<file path="src/rtl/iq_issue_ctrl.sv">
// iq_issue_ctrl: head/tail/occupancy sequencer for the circular instruction queue, with flush FSM.
// Optional build macro IQ_PERF_CNT_EN adds o_starve_cnt, a saturating decode-starvation counter.
module iq_issue_ctrl #(
  parameter int ISSUEWIDTH   = 4,
  parameter int FETCHWIDTH   = 8,
  parameter int PTR_W        = 4,
  parameter int FLUSH_CYCLES = 2
) (
  input  logic             clk,
  input  logic             rst,
  input  logic             i_fetch_valid,
  input  logic [3:0]       i_fetch_count,
  output logic             o_fetch_ready,
  output logic             o_wr_en,
  output logic [PTR_W-1:0] o_wr_ptr,
  output logic [3:0]       o_wr_count,
  input  logic             i_dec_ready,
  output logic             o_issue_valid,
  output logic [2:0]       o_issue_count,
  output logic [PTR_W-1:0] o_rd_ptr,
  input  logic             i_flush,
  output logic [PTR_W:0]   o_occupancy,
  output logic             o_empty,
  output logic             o_full
`ifdef IQ_PERF_CNT_EN
  ,
  output logic [15:0]      o_starve_cnt
`endif
);
  localparam int DEPTH = 2**PTR_W;
  localparam int OCC_W = PTR_W + 1;
  localparam int FC_W  = (FLUSH_CYCLES > 1) ? $clog2(FLUSH_CYCLES) : 1;

  typedef enum logic [1:0] {IDLE, RUN, FLUSH} state_t;
  state_t state, state_nxt;

  logic [PTR_W-1:0] head, tail;
  logic [OCC_W-1:0] occ, occ_nxt, room;
  logic [FC_W-1:0]  fcnt;
  logic             cnt_legal, wr_fire, iss_fire;

  // State register
  always_ff @(posedge clk or negedge rst) begin
    if (!rst) state <= IDLE;
    else      state <= state_nxt;
  end

  // Next-state logic; flush overrides every other transition
  always_comb begin
    state_nxt = state;
    if (i_flush) begin
      state_nxt = FLUSH;
    end else begin
      case (state)
        IDLE:    if (wr_fire) state_nxt = RUN;
        RUN:     if ((occ_nxt == '0) && !wr_fire) state_nxt = IDLE;
        FLUSH:   if (fcnt == '0) state_nxt = IDLE;
        default: state_nxt = IDLE;
      endcase
    end
  end

  // Outputs and fire terms; ready depends only on registered state
  always_comb begin
    room          = OCC_W'(DEPTH) - occ;
    cnt_legal     = (i_fetch_count != 4'd0) && (i_fetch_count <= 4'(FETCHWIDTH));
    o_fetch_ready = (room >= OCC_W'(FETCHWIDTH)) && (state != FLUSH);
    o_wr_en       = i_fetch_valid && o_fetch_ready && cnt_legal && !i_flush;
    o_wr_count    = o_wr_en ? i_fetch_count : 4'd0;
    o_wr_ptr      = tail;
    o_issue_valid = (occ != '0) && (state == RUN);
    if (!o_issue_valid)
      o_issue_count = 3'd0;
    else if (occ >= OCC_W'(ISSUEWIDTH))
      o_issue_count = 3'(ISSUEWIDTH);
    else
      o_issue_count = 3'(occ);
    o_rd_ptr      = head;
    o_occupancy   = occ;
    o_empty       = (occ == '0);
    o_full        = (occ == OCC_W'(DEPTH));
    wr_fire       = o_wr_en;
    iss_fire      = o_issue_valid && i_dec_ready;
    occ_nxt       = occ + OCC_W'(o_wr_count) - OCC_W'(iss_fire ? o_issue_count : 3'd0);
  end

  // Pointer / occupancy / flush-counter registers
  always_ff @(posedge clk or negedge rst) begin
    if (!rst) begin
      head <= '0;
      tail <= '0;
      occ  <= '0;
      fcnt <= '0;
    end else if (i_flush) begin
      head <= '0;
      tail <= '0;
      occ  <= '0;
      fcnt <= FC_W'(FLUSH_CYCLES - 1);
    end else begin
      if (wr_fire)  tail <= tail + PTR_W'(o_wr_count);
      if (iss_fire) head <= head + PTR_W'(o_issue_count);
      occ <= occ_nxt;
      if ((state == FLUSH) && (fcnt != '0)) fcnt <= fcnt - FC_W'(1);
    end
  end

`ifdef IQ_PERF_CNT_EN
  function automatic logic [15:0] sat_inc16(input logic [15:0] v);
    return (v == 16'hFFFF) ? v : v + 16'd1;
  endfunction

  always_ff @(posedge clk or negedge rst) begin
    if (!rst)
      o_starve_cnt <= '0;
    else if ((state != FLUSH) && (occ == '0) && i_dec_ready)
      o_starve_cnt <= sat_inc16(o_starve_cnt);
  end
`endif

endmodule

</file>
<file path="config.mk">
export PLATFORM = sky130hd
export DESIGN_NAME = iq_issue_ctrl
export DESIGN_NICKNAME = d
export VERILOG_FILES = /design/src/rtl/iq_issue_ctrl.sv
export SDC_FILE = /design/constraint.sdc
export NUM_CORES = 1
export LEC_CHECK = 0
export CAP_MARGIN = 20
export CORE_ASPECT_RATIO = 0.8
export CORE_MARGIN = 2
export CORE_UTILIZATION = 45
export DETAILED_ROUTE_END_ITERATION = 8
export MAX_ROUTING_LAYER = met4
export PLACE_DENSITY = 0.74
export SETUP_SLACK_MARGIN = 0.5
export SLEW_MARGIN = 20
export SYNTH_ARGS = -nofsm -noshare
export SYNTH_HDL_FRONTEND = slang
export SYNTH_SLANG_ARGS = --single-unit
</file>
<file path="constraint.sdc">
create_clock -name clk -period 5.5 [get_ports clk]
set_input_delay 1.65 -clock clk [delete_from_list [all_inputs] [get_ports clk]]
set_output_delay 1.65 -clock clk [all_outputs]
set_load 0.05 [all_outputs]
</file>
### Word level (Yosys, flattened, before mapping)

Index checks and enable logic that the tools add are counted.
W data, S select, Z words.

| word-level totals | value |
|---|---|
| register bits | 16 |
| output and inout port bits | 25 |
| logic and storage cells | 57 |

| cells by class | value |
|---|---|
| $add $sub $neg | 6 |
| magnitude comparators | 3 |
| eq/ne operators | 7 |
| mux-type cells | 16 |
| reductions and logical operators | 20 |

Operators by type and width:

| kind | count |
|---|---|
| $mux W4 | 5 |
| $logic_not A5 Y1 | 2 |
| $logic_and A1 B1 Y1 | 9 |
| $mux W3 | 3 |
| $ne A3 B3 Y1 const B | 3 |
| $mux W2 | 4 |
| $pmux W2 S3 | 1 |
| $reduce_bool A2 Y1 | 3 |
| $add A5 B4 Y5 | 1 |
| $eq A5 B5 Y1 const B | 1 |
| $ge A5 B3 Y1 const B | 1 |
| $ge A5 B4 Y1 const B | 1 |
| $mux W5 | 1 |
| $reduce_bool A5 Y1 | 1 |
| $sub A5 B3 Y5 | 1 |
| $sub A5 B5 Y5 const A | 1 |
| $add A4 B3 Y4 | 1 |
| $add A4 B4 Y4 | 1 |
| $le A4 B4 Y1 const B | 1 |
| $reduce_bool A4 Y1 | 1 |
| $reduce_and A3 Y1 | 1 |
| $eq A2 B1 Y1 const B | 1 |
| $eq A2 B2 Y1 const B | 1 |
| $logic_not A1 Y1 | 2 |
| other kinds (4) | 5 |

### Logic depth before layout (Yosys ltp)

Gate-level depths: netlist (run 1).

| logic depth | value |
|---|---|
| depth in word-level cells | 14 |
| depth in mapped cells | 13 |

### Least setup slack after synthesis (run 1)

Ideal clock, no wire load.

| timing | value |
|---|---|
| kind | register -> output |
| start point | register occ[1], in the netlist o_occupancy[1] |
| end point | output port o_issue_count[2] |
| arrival | 3515 ps |
| required time | 3850 ps |
| slack | 335 ps |
| cell stages (with the launch flop) | 5 |
| path buffers | 0 |
| cells stage by stage | dfrtp_1 nor4_2 ha_1 nor3b_1 nor2b_1 |

| on the way | value |
|---|---|
| word-level cells in the longest chain between the ends | 3 |
| elaborated cells on any way between the ends | 5 |

Ends and longest elaborated chain:

| item | RTL line | text |
|---|---|---|
| start: declaration | 38 | `logic [OCC_W-1:0] occ, occ_nxt, room;` |
| start signal: assignment | 102 | `occ <= occ_nxt;` |
| $reduce_bool A5 Y1 | 71 | `o_issue_valid = (occ != '0) && (state == RUN);` |
| $logic_and A1 B1 Y1 | 71 |  |
| net o_issue_valid | 18 | `output logic o_issue_valid,` |
| $mux W3 | 72 | `if (!o_issue_valid)` |
| end: declaration | 19 | `output logic [2:0] o_issue_count,` |

The timed path passes the listed nets, and every way through them passes these cells.

### Worst setup path in the final report (run 1)

| timing | value |
|---|---|
| start point | input port i_fetch_count[0] |
| end point | output port o_wr_count[0] |

| on the way | value |
|---|---|
| word-level cells in the longest chain between the ends | 5 |
| elaborated cells on any way between the ends | 6 |

Ends and longest elaborated chain:

| item | RTL line | text |
|---|---|---|
| start: declaration | 12 | `input logic [3:0] i_fetch_count,` |
| $le A4 B4 Y1 or $reduce_bool A4 Y1 (tied branches) | 66 | `cnt_legal = (i_fetch_count != 4'd0) && (i_fetch_count <= 4'(FETCHWIDTH));` |
| $logic_and A1 B1 Y1 | 66 |  |
| $logic_and A1 B1 Y1 (2 in a row) | 68 | `o_wr_en = i_fetch_valid && o_fetch_ready && cnt_legal && !i_flush;` |
| $mux W4 * | 69 | `o_wr_count = o_wr_en ? i_fetch_count : 4'd0;` |
| end: declaration | 16 | `output logic [3:0] o_wr_count,` |

Mark *: on every way between the ends. The rest lies on a longest branch, timed or not.

==> results of run 1 <==
worst paths after layout:
| check | startpoint | endpoint | slack [ns] | depth (start not counted) |
|---|---|---|---|---|
| max | i_fetch_count[0] | o_wr_count[0] | 0.70 | 6 |
| min | fcnt | state[1] | 0.48 | 1 |
| max reg2reg | o_occupancy[1] | state[0] | 1.57 | 13 |
| min reg2reg | fcnt | state[1] | 0.48 | 1 |
| max in group asynchronous | rst | o_rd_ptr[3] | 3.21 | 1 |
| min in group asynchronous | rst | o_rd_ptr[0] | 1.83 | 1 |
per-stage QoR:
step	hold slack (ns)	setup WS [ns]	power [mW]	instance area (um2)	utilization, %
6_report	0.478	0.699	0.566	1820	65.2
5_1_grt	0.509	0.653	0.598	1820	65.2
4_1_cts	0.481	0.524	0.566	1810	64.9
3_5_place_dp	0.468	0.313	0.476	1750	62.9
3_3_place_gp	0.457	0.432	0.466	1750	62.9
2_1_floorplan	0.451	0.584	0.380	1330	-
kinds of logic (layout without fill, tap and decap cells):
family	count (synthesis)	count (layout)
adder cells (fa/ha/maj)	19	19
AO/OA/AOI/OAI	28	28
flip-flops	16	16
AND/OR/NAND/NOR	50	50
buffers and inverters	20	56
XOR/XNOR	5	5
multiplexers	1	1
registers in the layout, indices dropped and copies added, names as in the netlist:
signal,flops
fcnt,1
o_occupancy,5
o_rd_ptr,4
state,2
o_wr_ptr,4
final cells by class:
type | instances | area share [%]
clock buffer | 3 | 2.27
tap | 38 | 2.62
inverter | 17 | 3.51
timing repair buffer | 36 | 22.1
sequential | 16 | 22.0
multi-input combinational | 103 | 47.5
what timing repair did:
action                                  in CTS  in global routing
gates resized for setup                      5                  1
buffers inserted                             1                  1
endpoints found under the setup margin       4                  5
hold endpoints to repair                     0                  0
pin swaps                                    1                  2
critical path, stage by stage:
cell	delay, ns
dlygate4sd2_1	0.28
or4_4	0.58
nand4_4	0.17
nor3_4	0.07
and2_2	0.24
buf_12	0.16
report_power, final:
group	total, mW	switching, mW	internal [mW]	leakage (nW)
Sequential	0.146	0.0170	0.129	0.215
Clock	0.0870	0.0384	0.0486	0.0216
Combinational	0.333	0.212	0.121	0.569
Total	0.566	0.268	0.299	0.806
layer usage:
metal / global-route usage (%) / share of wire, % / vias to the layer above
li1: - / - / 550
met1: 28.4 / 46 / 564
met2: 39.6 / 50 / 24
met3: 4.52 / 3.3 / 5
met4: 6.38 / 1.1 / 0
met5: - / 0 / -
placed cells by master (no fill, tap or decap), types with 3 or more instances in the layout:
cell and n:
ha_1 14, nor2b_1 5, inv_1 17, clkdlybuf4s50_1 24
nor2_1 10, fa_1 5, o21ai_0 3, a21oi_1 13
buf_4 3, and2_1 5, nand3_1 6, clkbuf_8 3
dlygate4sd2_1 3, and3_1 3, a21o_1 4, buf_12 5
dfrtp_1 16, nand2_1 6, xor2_1 3
==> impl_metrics.py, run 1 <==
metrics = {
    "run_status": {
        "status": "completed",
    },
    "logic_synthesis": {
        "syn-cell-area_um2": 1320,
        "ys_warn_count": 0,
        "synth_compound_area_share_pct": 14.1,
        "synth_area_leader_cell": "dfrtp_1",
        "synth_seq_cells": 16,
        "synth_nets": 167,
        "synth_top_family_by_area": "simple AND/OR/NAND/NOR gates",
        "muxShareOfSynthArea_pct": 1.13,
        "post-synth-top-count-cell": "inv_1",
        "synthArstFlopShare_pct": 100,
        "ys_top_cells_by_count": "17 x inv_1, 16 x dfrtp_1, 14 x ha_1",
        "synth_simple_gate_area_share_pct": 24.8,
        "synthDistinctLibCells": 37,
        "synth_edf_count": 0,
        "synth.top_cells.by_area": "dfrtp_1 30%, ha_1 13%, fa_1 7.6%",
        "synth_ff_type": "dfrtp_1",
        "synth_xor_area_share_pct": 3.31,
        "synth_cells": 139,
        "synthAdderAreaFrac_pct": 20.8,
        "syn_avg_cell_area_um2": 9.52,
        "ys_seq_area_share_pct": 30.2,
        "synth.top_cell.area_share_pct": 30.2,
    },
    "grt": {
        "grt_pass1_wl_um": 5620,
        "grt_pass1_vias": 1151,
        "grt.total_usage_pct": 23.1,
        "globalRoute.totalOverflow": 0,
        "grt_max_degree": 18,
        "grt_antenna_before_repair": 0,
    },
    "die": {
        "die_h_um": 52.5,
        "initial_utilization_pct": 47.5,
        "rows": 17,
        "die-area_um2": 3390,
        "io_pins": 34,
        "coreArea_um2": 2790,
        "die_x_um": 64.6,
    },
    "clocking": {
        "cts_tree": "done",
        "cts_inserted_buffers": 3,
        "clock_latency_ns": 0.25,
        "root_buffer": "clkbuf_8",
        "hold_buffers": 0,
        "path_clk_slew_ns": 0.05,
        "htree_num_levels": 1,
        "clock-sinks": 16,
        "clock_path_buffers": 2,
    },
    "finish": {
        "diodes": 0,
        "drive_above_1_share_pct": 13.7,
        "area_delta_synth_final_pct": 37.3,
        "multi_input_area_um2": 863,
        "finalNonFillerCells": 213,
        "register_area_um2": 400,
        "final_nets": 205,
        "fillers": 237,
    },
    "sta": {
        "drv_slew": 0,
        "tns_ns": 0,
        "max_freq_mhz": 208,
        "finalCritPeriodShare_pct": 87.3,
        "setup_violations": 0,
        "slew_headroom_pct": 51.6,
        "rsz0062_at_grt": "no",
        "skew_ns": 0.00642,
        "final.min_clock_period_ns": 4.80,
        "final_hold_viol_count": 0,
        "tightestPinTransition_ns": 0.724,
    },
    "critical_path": {
        "path_class": "input port to primary output",
        "cp.required_ns": 3.85,
        "end_kind": "primary output",
        "critPathArrivalTime_ns": 3.15,
        "cp_max_fo": 6,
        "startpoint_type": "input port",
    },
    "power_and_ir_drop": {
        "p_leak_nw": 0.806,
        "ir_worst_vdd_mv": 0.169,
        "power.density_nw_per_um2": 312,
    },
    "detailed_routing": {
        "drtIter0Drc": 57,
        "routed_wl_um": 3300,
        "ant_nets": 0,
        "route.detailed.drc": 0,
        "wire_per_inst_um": 15.5,
        "vias_per_cell": 5.37,
        "routed-via-count": 1143,
        "drtPass1Iterations": 4,
    },
    "place": {
        "dp_hpwl_um": 2610,
        "gp_congestion": 0.845,
        "dp_cells": 208,
        "portBuffers": 33,
    },
    "min_path": {
        "hold_path_class": "flip-flop to flip-flop",
    },
    "flow_run": {
        "maxCapViolations": 0,
    },
}
No activity file was read; power rests on OpenSTA's default activity.
==> run 2: changes to the inputs <==
--- a/config.mk
+++ b/config.mk
@@ -6,12 +6,14 @@
 export NUM_CORES = 1
 export LEC_CHECK = 0
 export CAP_MARGIN = 20
+export CELL_PAD_IN_SITES_DETAIL_PLACEMENT = 0
+export CELL_PAD_IN_SITES_GLOBAL_PLACEMENT = 2
 export CORE_ASPECT_RATIO = 0.8
 export CORE_MARGIN = 2
-export CORE_UTILIZATION = 45
+export CORE_UTILIZATION = 26
 export DETAILED_ROUTE_END_ITERATION = 8
 export MAX_ROUTING_LAYER = met4
-export PLACE_DENSITY = 0.74
+export PLACE_DENSITY_LB_ADDON = 0.1
 export SETUP_SLACK_MARGIN = 0.5
 export SLEW_MARGIN = 20
 export SYNTH_ARGS = -nofsm -noshare
==> constraint.sdc (replaced) <==
create_clock -name clk -period 4 [get_ports clk]
set_input_delay 1.2 -clock clk [delete_from_list [all_inputs] [get_ports clk]]
set_output_delay 1.2 -clock clk [all_outputs]
set_load 0.05 [all_outputs]
==> impl_metrics.py, run 2 (synthesis gave the netlist of run 1 again) <==
metrics = {
    "clocking": {
        "cts_tree": "done",
        "hold_buffers": 0,
        "clock_latency_ns": 0.24,
        "cts_inserted_buffers": 3,
        "htree_num_levels": 1,
        "clock_path_buffers": 2,
        "root_buffer": "clkbuf_8",
        "clock-sinks": 16,
        "path_clk_slew_ns": 0.06,
    },
    "finish": {
        "multi_input_area_um2": 993,
        "fillers": 507,
        "layout_commonest_cell": "buf_4",
        "final_nets": 227,
        "area_delta_synth_final_pct": 61.6,
        "diodes": 0,
        "largest_reg_flops": 5,
        "register_area_um2": 400,
        "drive_above_1_share_pct": 37.6,
        "final_cell_mix": "24 x buf_4, 18 x clkdlybuf4s50_1, 16 x dfrtp_1",
    },
    "critical_path": {
        "cpMostUsedCell": "buf_6",
        "crit_path_cell_trace": "buf_6 -> or4_4 -> nand4_4 -> nor3_4 -> buf_4 -> buf_6 -> buf_12",
        "critPathBufInv": 4,
        "critPathArrivalTime_ns": 2.40,
        "path_class": "input port to primary output",
        "reg2reg_from": "o_occupancy[1]",
        "cpLargestDelayFamily": "simple AND/OR/NAND/NOR gates",
        "reg2regPathDepth": 13,
        "crit_path_top_delay_cell": "or4_4",
        "r2r_end": "state[0]",
        "cp.required_ns": 2.80,
        "cp_max_fo": 6,
        "cpPeakStageDelay_ns": 0.55,
        "ff2ff_setup_slack_ns": 0.62,
        "end_kind": "primary output",
        "startpoint_type": "input port",
    },
    "place": {
        "portBuffers": 33,
        "gp_congestion": 0.825,
        "dp_hpwl_um": 2850,
    },
    "die": {
        "rows": 23,
        "die_h_um": 67.8,
        "die_x_um": 83.8,
        "die-area_um2": 5680,
        "io_pins": 34,
        "coreArea_um2": 4950,
        "initial_utilization_pct": 26.7,
    },
    "detailed_routing": {
        "wire_per_inst_um": 13.6,
        "routed-via-count": 1172,
        "routed_wl_um": 3520,
        "drtIter0Drc": 24,
        "route.detailed.drc": 0,
        "vias_per_cell": 4.53,
        "ant_nets": 0,
        "drtPass1Iterations": 4,
    },
    "min_path": {
        "whs_path_depth": 1,
        "hold_end": "fcnt",
        "worstHoldStart": "fcnt",
        "hold_path_class": "flip-flop to flip-flop",
    },
    "sta": {
        "drv_slew": 0,
        "slew_headroom_pct": 47.6,
        "tightestPinTransition_ns": 0.784,
        "rsz0062_at_grt": "yes",
        "max_freq_mhz": 278,
        "tns_ns": 0,
        "skew_ns": 0.00347,
        "final.min_clock_period_ns": 3.60,
        "final_hold_viol_count": 0,
        "finalCritPeriodShare_pct": 89.9,
        "setup_violations": 0,
    },
    "flow_run": {
        "maxCapViolations": 0,
    },
    "grt": {
        "grt_pass1_vias": 1215,
        "grt_max_degree": 18,
        "grt.total_usage_pct": 13.9,
        "grt_antenna_before_repair": 0,
        "globalRoute.totalOverflow": 0,
        "grt_pass1_wl_um": 5950,
    },
    "run_status": {
        "status": "completed",
    },
    "power_and_ir_drop": {
        "total_power_uw": 858,
        "ir_worst_vdd_mv": 0.306,
        "p_leak_nw": 0.938,
        "power.density_nw_per_um2": 401,
    },
}
[run 2: stage by stage]
| step | instances | hold WS (ns) | utilization [%] | cell area [um2] | setup slack, ns |
|---|---|---|---|---|---|
| 3_5_place_dp | 248 | 0.471 | 41.1 | 2030 | -0.242 |
| 6_report | 259 | 0.490 | 43.2 | 2140 | 0.403 |
| 2_1_floorplan | 139 | 0.451 | - | 1460 | 0.107 |
| 3_3_place_gp | 248 | 0.460 | 41.1 | 2030 | -0.125 |
| 5_1_grt | 259 | 0.513 | 43.2 | 2140 | 0.359 |
| 4_1_cts | 257 | 0.490 | 42.9 | 2120 | 0.394 |
[run 2: layout make-up]
class	count	share of cell area, %
flip-flops and latches	16	18.7
clock buffers	3	1.93
multi-input cells	103	46.4
inverters	17	3.16
well taps	62	3.63
repair buffers	58	26.1
[run 2: what timing repair did]
item	4_1_cts	5_1_grt
endpoints found under the setup margin	17	11
pin swaps	7	2
buffers inserted	6	2
resized for setup	32	6
[run 2: per-layer routing]
layer	track usage (%)	wire length (um)
met5	-	0
met4	3.63	15
met3	1.57	91
met2	21.7	1600
met1	19.4	1810
[run 2: report_power, final]
group	internal (mW)	leakage, nW	switching, mW	total, mW
clock network	0.0666	0.0216	0.0534	0.120
logic	0.227	0.702	0.307	0.534
registers	0.177	0.215	0.0273	0.205
total	0.471	0.938	0.387	0.858
[run 2: how the worst max path moves through the flow]
stage / startpoint / end / slack [ns] / depth (start not counted)
CTS: i_fetch_count[3] / o_wr_en / 0.39 / 7
finish: i_fetch_count[3] / o_wr_en / 0.40 / 7
detailed placement: i_fetch_count[2] / state[0] / -0.24 / 12
global route: i_fetch_count[0] / state[0] / 0.36 / 13
global placement: i_fetch_count[2] / state[0] / -0.13 / 12
floorplan: i_fetch_count[2] / state[0] / 0.11 / 11
==> run 3: changes to the inputs <==
--- a/config.mk
+++ b/config.mk
@@ -11,6 +11,7 @@
 export CORE_ASPECT_RATIO = 0.8
 export CORE_MARGIN = 2
 export CORE_UTILIZATION = 26
+export CTS_CLUSTER_SIZE = 24
 export DETAILED_ROUTE_END_ITERATION = 8
 export MAX_ROUTING_LAYER = met4
 export PLACE_DENSITY_LB_ADDON = 0.1
==> results of run 3 <==
Final layout, timing and power as in run 2 (identical DEF).
